<file path="src/rtl/instr_decode_ctrl_pkg.sv">
// Shared encodings for the instruction decode controller and the
// instruction generator: op/ext codes, ALU op codes, FSM states.
package instr_decode_ctrl_pkg;

    localparam logic [3:0] OP_RTYPE = 4'b0000;
    localparam logic [3:0] OP_ADDI  = 4'b0101;
    localparam logic [3:0] EXT_ADD  = 4'b0101;
    localparam logic [3:0] EXT_MOV  = 4'b1101;
    localparam logic [3:0] EXT_CMP  = 4'b1011;

    typedef enum logic [1:0] {
        ALU_ADD    = 2'b00,
        ALU_PASS_B = 2'b01,
        ALU_CMP    = 2'b10,
        ALU_NOP    = 2'b11
    } alu_op_e;

    typedef enum logic [1:0] {
        S_IDLE   = 2'b00,
        S_DECODE = 2'b01,
        S_EXEC   = 2'b10,
        S_WB     = 2'b11
    } state_e;

    function automatic logic [15:0] ext_imm(
        input logic [7:0] imm,
        input logic       sext
    );
        return {{8{imm[7] & sext}}, imm};
    endfunction

endpackage

</file>
<file path="src/rtl/instr_decode_ctrl_field_decode.sv">
// idec_field_decode: combinational field decode of one instruction word.
// Ports: instr in; alu_op, imm_sel, writes, flag_upd, illegal, imm_out out.
module idec_field_decode
    import instr_decode_ctrl_pkg::*;
#(
    parameter bit IMM_SEXT = 1'b1
) (
    input  logic [15:0] instr,
    output alu_op_e     alu_op,
    output logic        imm_sel,
    output logic        writes,
    output logic        flag_upd,
    output logic        illegal,
    output logic [15:0] imm_out
);

    logic [3:0] op;
    logic [3:0] ext;
    logic       is_add;
    logic       is_mov;
    logic       is_cmp;
    logic       is_addi;

    assign op      = instr[15:12];
    assign ext     = instr[7:4];
    assign is_add  = (op == OP_RTYPE) && (ext == EXT_ADD);
    assign is_mov  = (op == OP_RTYPE) && (ext == EXT_MOV);
    assign is_cmp  = (op == OP_RTYPE) && (ext == EXT_CMP);
    assign is_addi = (op == OP_ADDI);
    assign imm_out = ext_imm(instr[7:0], IMM_SEXT);

    always_comb begin
        alu_op   = ALU_NOP;
        imm_sel  = 1'b0;
        writes   = 1'b0;
        flag_upd = 1'b0;
        illegal  = 1'b1;
        unique case (1'b1)
            is_add: begin
                alu_op   = ALU_ADD;
                writes   = 1'b1;
                flag_upd = 1'b1;
                illegal  = 1'b0;
            end
            is_mov: begin
                alu_op  = ALU_PASS_B;
                writes  = 1'b1;
                illegal = 1'b0;
            end
            is_cmp: begin
                alu_op   = ALU_CMP;
                flag_upd = 1'b1;
                illegal  = 1'b0;
            end
            is_addi: begin
                alu_op   = ALU_ADD;
                imm_sel  = 1'b1;
                writes   = 1'b1;
                flag_upd = 1'b1;
                illegal  = 1'b0;
            end
            default: ;
        endcase
    end

endmodule

</file>
<file path="src/rtl/instr_decode_ctrl.sv">
// Four-state decode controller: accept, decode, execute, write back.
// Ports: clk, reset (sync, active-low), instr/instr_valid/instr_ready
// handshake, regfile addresses, ALU controls, imm_out, alu_flags in,
// wr_en/wr_addr, flags/cin, illegal. IDEC_RETIRE_CNT_EN adds retire_cnt.
module instr_decode_ctrl
    import instr_decode_ctrl_pkg::*;
#(
    parameter bit IMM_SEXT = 1'b1
) (
    input  logic        clk,
    input  logic        reset,
    input  logic [15:0] instr,
    input  logic        instr_valid,
    output logic        instr_ready,
    output logic [3:0]  ra_addr,
    output logic [3:0]  rb_addr,
    output logic [1:0]  alu_op,
    output logic        imm_sel,
    output logic [15:0] imm_out,
    input  logic [4:0]  alu_flags,
    output logic        wr_en,
    output logic [3:0]  wr_addr,
    output logic [4:0]  flags,
    output logic        cin,
`ifdef IDEC_RETIRE_CNT_EN
    output logic [15:0] retire_cnt,
`endif
    output logic        illegal
);

    state_e      state_q, state_d;
    logic [3:0]  ra_q, ra_d;
    logic [3:0]  rb_q, rb_d;
    alu_op_e     alu_op_q, alu_op_d;
    logic        imm_sel_q, imm_sel_d;
    logic [15:0] imm_q, imm_d;
    logic        writes_q, writes_d;
    logic        fupd_q, fupd_d;
    logic        bad_q, bad_d;
    logic        wr_en_q, wr_en_d;
    logic [3:0]  wr_addr_q, wr_addr_d;
    logic [4:0]  flags_q, flags_d;
    logic        illegal_q, illegal_d;
    logic [15:0] cnt_q, cnt_d;

    alu_op_e     dec_op;
    logic        dec_isel;
    logic        dec_wr;
    logic        dec_fupd;
    logic        dec_bad;
    logic [15:0] dec_imm;

    idec_field_decode #(
        .IMM_SEXT (IMM_SEXT)
    ) u_dec (
        .instr    (instr),
        .alu_op   (dec_op),
        .imm_sel  (dec_isel),
        .writes   (dec_wr),
        .flag_upd (dec_fupd),
        .illegal  (dec_bad),
        .imm_out  (dec_imm)
    );

    // Decode happens on the accept edge so the controls are already
    // valid during DECODE and simply hold afterwards.
    always_comb begin
        state_d   = state_q;
        ra_d      = ra_q;
        rb_d      = rb_q;
        alu_op_d  = alu_op_q;
        imm_sel_d = imm_sel_q;
        imm_d     = imm_q;
        writes_d  = writes_q;
        fupd_d    = fupd_q;
        bad_d     = bad_q;
        wr_addr_d = wr_addr_q;
        flags_d   = flags_q;
        cnt_d     = cnt_q;
        wr_en_d   = 1'b0;
        illegal_d = 1'b0;
        unique case (state_q)
            S_IDLE: begin
                if (instr_valid) begin
                    state_d   = S_DECODE;
                    ra_d      = instr[11:8];
                    rb_d      = instr[3:0];
                    alu_op_d  = dec_op;
                    imm_sel_d = dec_isel;
                    imm_d     = dec_imm;
                    writes_d  = dec_wr;
                    fupd_d    = dec_fupd;
                    bad_d     = dec_bad;
                end
            end
            S_DECODE: state_d = S_EXEC;
            S_EXEC: begin
                state_d   = S_WB;
                wr_en_d   = writes_q;
                illegal_d = bad_q;
                if (fupd_q) flags_d = alu_flags;
                if (writes_q) wr_addr_d = ra_q;
            end
            S_WB: begin
                state_d = S_IDLE;
                if (!bad_q) cnt_d = cnt_q + 16'd1;
            end
            default: state_d = S_IDLE;
        endcase
    end

    always_ff @(posedge clk) begin
        if (!reset) begin
            state_q   <= S_IDLE;
            ra_q      <= 4'd0;
            rb_q      <= 4'd0;
            alu_op_q  <= ALU_NOP;
            imm_sel_q <= 1'b0;
            imm_q     <= 16'd0;
            writes_q  <= 1'b0;
            fupd_q    <= 1'b0;
            bad_q     <= 1'b0;
            wr_en_q   <= 1'b0;
            wr_addr_q <= 4'd0;
            flags_q   <= 5'd0;
            illegal_q <= 1'b0;
            cnt_q     <= 16'd0;
        end else begin
            state_q   <= state_d;
            ra_q      <= ra_d;
            rb_q      <= rb_d;
            alu_op_q  <= alu_op_d;
            imm_sel_q <= imm_sel_d;
            imm_q     <= imm_d;
            writes_q  <= writes_d;
            fupd_q    <= fupd_d;
            bad_q     <= bad_d;
            wr_en_q   <= wr_en_d;
            wr_addr_q <= wr_addr_d;
            flags_q   <= flags_d;
            illegal_q <= illegal_d;
            cnt_q     <= cnt_d;
        end
    end

    assign instr_ready = (state_q == S_IDLE);
    assign ra_addr     = ra_q;
    assign rb_addr     = rb_q;
    assign alu_op      = alu_op_q;
    assign imm_sel     = imm_sel_q;
    assign imm_out     = imm_q;
    assign wr_en       = wr_en_q;
    assign wr_addr     = wr_addr_q;
    assign flags       = flags_q;
    assign cin         = flags_q[3];
    assign illegal     = illegal_q;

`ifdef IDEC_RETIRE_CNT_EN
    assign retire_cnt = cnt_q;
`else
    logic unused_cnt;
    assign unused_cnt = ^cnt_q;
`endif

endmodule

</file>
<file path="config.mk">
export PLATFORM = sky130hd
export DESIGN_NAME = instr_decode_ctrl
export DESIGN_NICKNAME = d
export VERILOG_FILES = /design/src/rtl/instr_decode_ctrl_pkg.sv /design/src/rtl/instr_decode_ctrl_field_decode.sv /design/src/rtl/instr_decode_ctrl.sv
export SDC_FILE = /design/constraint.sdc
export NUM_CORES = 1
export LEC_CHECK = 0
export ABC_AREA = 1
export BUFFER_PORTS_ARGS = -buffer_cell sky130_fd_sc_hd__buf_2
export CAP_MARGIN = 20
export CORE_MARGIN = 10
export CORE_UTILIZATION = 45
export CTS_BUF_LIST = sky130_fd_sc_hd__clkbuf_16
export DETAILED_ROUTE_END_ITERATION = 8
export MAX_ROUTING_LAYER = met4
export PLACE_DENSITY = 0.79
export SLEW_MARGIN = 10
export SYNTH_ARGS = -nofsm -noshare
export SYNTH_HDL_FRONTEND = slang
export SYNTH_SLANG_ARGS = --single-unit
</file>
<file path="constraint.sdc">
create_clock -name clk -period 1.8 [get_ports clk]
set_clock_uncertainty 0.2 [all_clocks]
set_input_delay 0.27 -clock clk [delete_from_list [all_inputs] [get_ports clk]]
set_output_delay 0.27 -clock clk [all_outputs]
set_load 0.02 [all_outputs]
</file>
# Yosys cells after proc, flatten, opt, wreduce, memory -nomap -nowiden
# Cells that the tools add are included.
# totals
inputBits	24
output_inout_bits	40
register_bits	35
word_cells	41
# op_classes
n_reduce_logical	13
mux	7
n_eq_ne	8
# op_table
operator	count
== test 4 x 3 -> 1 bit, second input constant	2
== test 4 bit, second input constant	2
one-hot mux 2 bit (4 select lines)	1
AND reduction 2 bit	4
one-hot mux 2 bit (3 select lines)	1
OR reduction 3 bit	2
== test 2 bit, second input constant	2
logical NOT 4 bit	1
two-way mux 1 bit	4
OR reduction 4 bit	1
logical AND 1 bit	3
== test 2 x 1 -> 1 bit, second input constant	1
logical NOT 2 bit	1
two-way mux 2 bit	1
!= test 2 bit, second input constant	1
OR reduction 2 bit	1

# Logic depth before layout (Yosys ltp)
# logic_depth
word_depth	4
depth_mapped	7
ltp_nobuf	7

# Modules after synthesis
# From an unflattened synthesis, not the netlist that was laid out.
# unflattened
hier_cells	242
hier_area_um2	1813.0
# modules_own_cells
mod	n_inst	cells_per_inst	area_each_um2	seq_area_each_um2
instr_decode_ctrl	1	194	1556.5	860.8
idec_field_decode	1	48	256.5	0.0

# Least setup slack after synthesis
# Ideal clock, no wire load.
# synth_timing
path_kind	register to register
start	register state_q[0]
end	register imm_q[3] (netlist: imm_out[3])
required_time_ns	1.484
period_less_slack_ns	1.486
n_path_buf	1
stages_incl_launch_ff	7
slack_ns	0.314
setup_time_ns	0.116
arrival_ns	1.170
path_cell_list	dfxtp_1 > inv_1 > ha_1 > nand2_2 > buf_2 > o21ai_0 > nor2_1
# synth_between
elab_chain_cells	2
# synth_lines
element	line	rtl
start: declaration	instr_decode_ctrl.sv:31	state_e state_q, state_d;
start signal: assignment	instr_decode_ctrl.sv:129	state_q <= state_d;
logical NOT 2 bit	-	
via instr_ready	instr_decode_ctrl.sv:14	output logic instr_ready,
AND reduction 2 bit (no line)	-	
end signal: assignment	instr_decode_ctrl.sv:134	imm_q <= imm_d;
end: declaration	instr_decode_ctrl.sv:36	logic [15:0] imm_q, imm_d;
# The timed path passes the listed nets, and every way through them passes these cells.
# A chain may end at the register's enable or synchronous reset.

# Worst setup path in the final report
# layout_timing
start	register state_q[1]
end	register writes_q
# layout_between
elab_chain_cells	2
# layout_lines
element	line	rtl
logical NOT 2 bit	instr_decode_ctrl.sv:82	unique case (state_q)
AND reduction 2 bit (no line)	-	
end signal: assignment	instr_decode_ctrl.sv:135	writes_q <= writes_d;
end: declaration	instr_decode_ctrl.sv:37	logic writes_q, writes_d;
# Every way passes these cells.

==> reports/summary.txt <==
Outcome = completed
Max clock buf depth = 2
Worst path slowest cell = dfxtp_1
Synth Net Count = 194
Crit end category = flip-flop
Core Footprint = 0.00276 mm2
DRC = 0
Postcts setup bufs = 0
Drt pass-1 iters = 4
WP depth = 6
Register bit total from synthesis = 31
CTS tree = done
Die Area = 0.00544 mm2
Worst r2r dst = writes_q
Max cap viols = 0
Avg Cell Area, Syn = 7.75 um2
RSZ-0062 raised after global routing = false
Cell Pwr Density = 1580 mW/mm2
Die height = 73.8 um
Final min period = 1.55 ns
Required time worst endpoint = 1.75 ns
Post-synthesis sequential area ratio = 47.7%
Via count of the first global-routing pass = 1171
Diodes inserted = 0
Setup TNS = 0 ns
Vias per cell = 4.67
GR Overflow Total = 0
Routability cong. = 0.798
Ranking of synthesized cells by area = dfxtp_1 (48%), nor2_1 (12%), o21ai_0 (9.2%), buf_4 (7.5%), nand2_1 (4.3%)
Hold WS = 0.0428 ns
Share of the synthesized area in the top cell type = 47.7%
Initial antenna violation count = 0
Port bufs = 63
Synth Flop Type = dfxtp_1
Mapped Area = 0.00130 mm2
FF-to-FF Start = state_q[1]
Startpoint Class = flip-flop
H-Tree Depth = 2
Most frequent cells in the layout = buf_2 (63), nor2_1 (42), dfxtp_1 (31)
Die width = 73.8 um
Final period util = 86.1%
Worst path bufs/invs = 2
R2r worst-path depth = 6
EDFF count, synth = 0
Slew Viols, Final = 0
HP Class = in -> reg
Worst slew pin tran = 0.440 ns
GRT Util Overall = 11.8%
Most common cell after layout, fill and taps aside = buf_2
Max Fclk = 645 MHz
Routed Antenna Nets = 0
Hold path depth = 3
Clk_lat worst skew = 0.27 ns
Hpwl dp = 2370 um
Row cnt = 19
Hold EP = ra_addr[1]
CTS clk-pin slew, worst paths = 0.05 ns
I/O pin cnt = 64
Synth warn = 0
Cell variety after synth = 21
TritonCTS Sinks = 31
Post-synthesis async set-or-reset flop share = 0%
Crit-path max cell delay = 0.33 ns
Iter 0 DRT Violations = 70
Top delay family on crit path = flip-flops
Crit path kind = reg -> reg
P&R area growth vs syn = 27.9%
Synth area leader = dfxtp_1
Post-Synthesis Cells = 168
Worst slew margin = 70.6%
Critical path arrival = 1.51 ns
Fill count = 278
Hold_buf cts = 0
Register-to-register setup slack = 0.25 ns
VDD IR max = 1100 uV
Initial cell density of the core = 47.2%
Final Hold Fails = 0
Static Leak = 0.874 nW
Drt total wl = 3080 um
Vias = 1177
Setup Viol. Count Final = 0
Hold path startpoint = instr[9]
Critical path, cell by cell = inv_1, ha_1, nand2_2, inv_4, o21ai_0, a21oi_1
Final Power = 2.62 mW
Inserted Clock Buffers = 5
Largest net degree at the start of global routing = 31
DR WL/cell = 12.2 um
Global-route wire length before repair = 4950 um
Nets = 246
Post-cts sizing count = 0
Share of layout cells above drive strength 1 = 35.3%
Root Driver = clkbuf_16
CP Max Fanout = 19
## tightest hold or removal path: cells and delay by family
family,cells,cell delay [ns]
AO/OA/AOI/OAI,1,0.07
buffers and inverters,1,0.07
AND/OR/NAND/NOR,1,0.07
## sequential cells by signal (all words and copies together), names as in the netlist
signal / count
flags: 5
imm_out: 5
ra_addr: 4
wr_addr: 4
rb_addr: 3
alu_op: 2
state_q: 2
bad_q: 1
fupd_q: 1
illegal: 1
imm_sel: 1
wr_en: 1
writes_q: 1
## through the flow
| stage | cell area (um2) | utilization, % | worst slack, ns | instances |
|---|---|---|---|---|
| 5_1_grt | 1660 | 60.3 | 0.104 | 252 |
| 3_5_place_dp | 1530 | 55.4 | 0.272 | 244 |
| 6_report | 1660 | 60.3 | 0.249 | 252 |
| 3_3_place_gp | 1530 | 55.4 | 0.317 | 244 |
| 2_1_floorplan | 1300 | - | 0.314 | 168 |
| 4_1_cts | 1660 | 60.3 | 0.257 | 252 |
## per-layer routing
metal  up-vias  GRT usage, %  wire length, um
li1        625             -                -
met1       500          11.8             1290
met2        43          18.8             1420
met3         9          4.85              287
met4         0          7.45               82
met5         -             -                0
## worst max path at each step
stage | startpoint | end | slack, ns
3_5_place_dp | state_q[1] | writes_q | 0.27
3_3_place_gp | state_q[0] | imm_sel | 0.32
5_1_grt | state_q[1] | writes_q | 0.10
2_1_floorplan | state_q[0] | imm_out[3] | 0.31
6_report | state_q[1] | writes_q | 0.25
4_1_cts | state_q[1] | writes_q | 0.26
## report_power, final
part           internal (mW)  switching [mW]
clock                  0.495           0.270
sequential             0.842          0.0836
combinational          0.299           0.633
total                   1.64           0.986
## cell usage after synthesis, types with 2 or more instances
library cell	number
inv_1	13
a21oi_1	5
nand4_1	2
dfxtp_1	31
buf_4	13
nand2_1	15
nand3_1	5
nor2_1	42
nand2_2	3
inv_2	2
o21ai_0	24
ha_1	2
buf_2	3
## kinds of logic (layout without fill, tap and decap cells)
logic type	count (synthesis)	in the layout	share of synthesized area, %
and+or+nand+nor	68	68	21.6
adders and majority gates	2	2	1.92
AOI/OAI and AO/OA	33	33	14.1
DFF	31	31	47.7
buffers and inverters	34	87	14.6
## final cells by class
cell class / count / area (um2) / area share (%)
multi-input cells: 103 / 490 / 29.5
clock inverters: 3 / 11.3 / 0.677
well taps: 31 / 38.8 / 2.33
flip-flops and latches: 31 / 621 / 37.3
repair buffers: 63 / 315 / 18.9
clock buffers: 5 / 125 / 7.52
inverters: 16 / 62.6 / 3.76
Power figures use the tool's default switching activity.
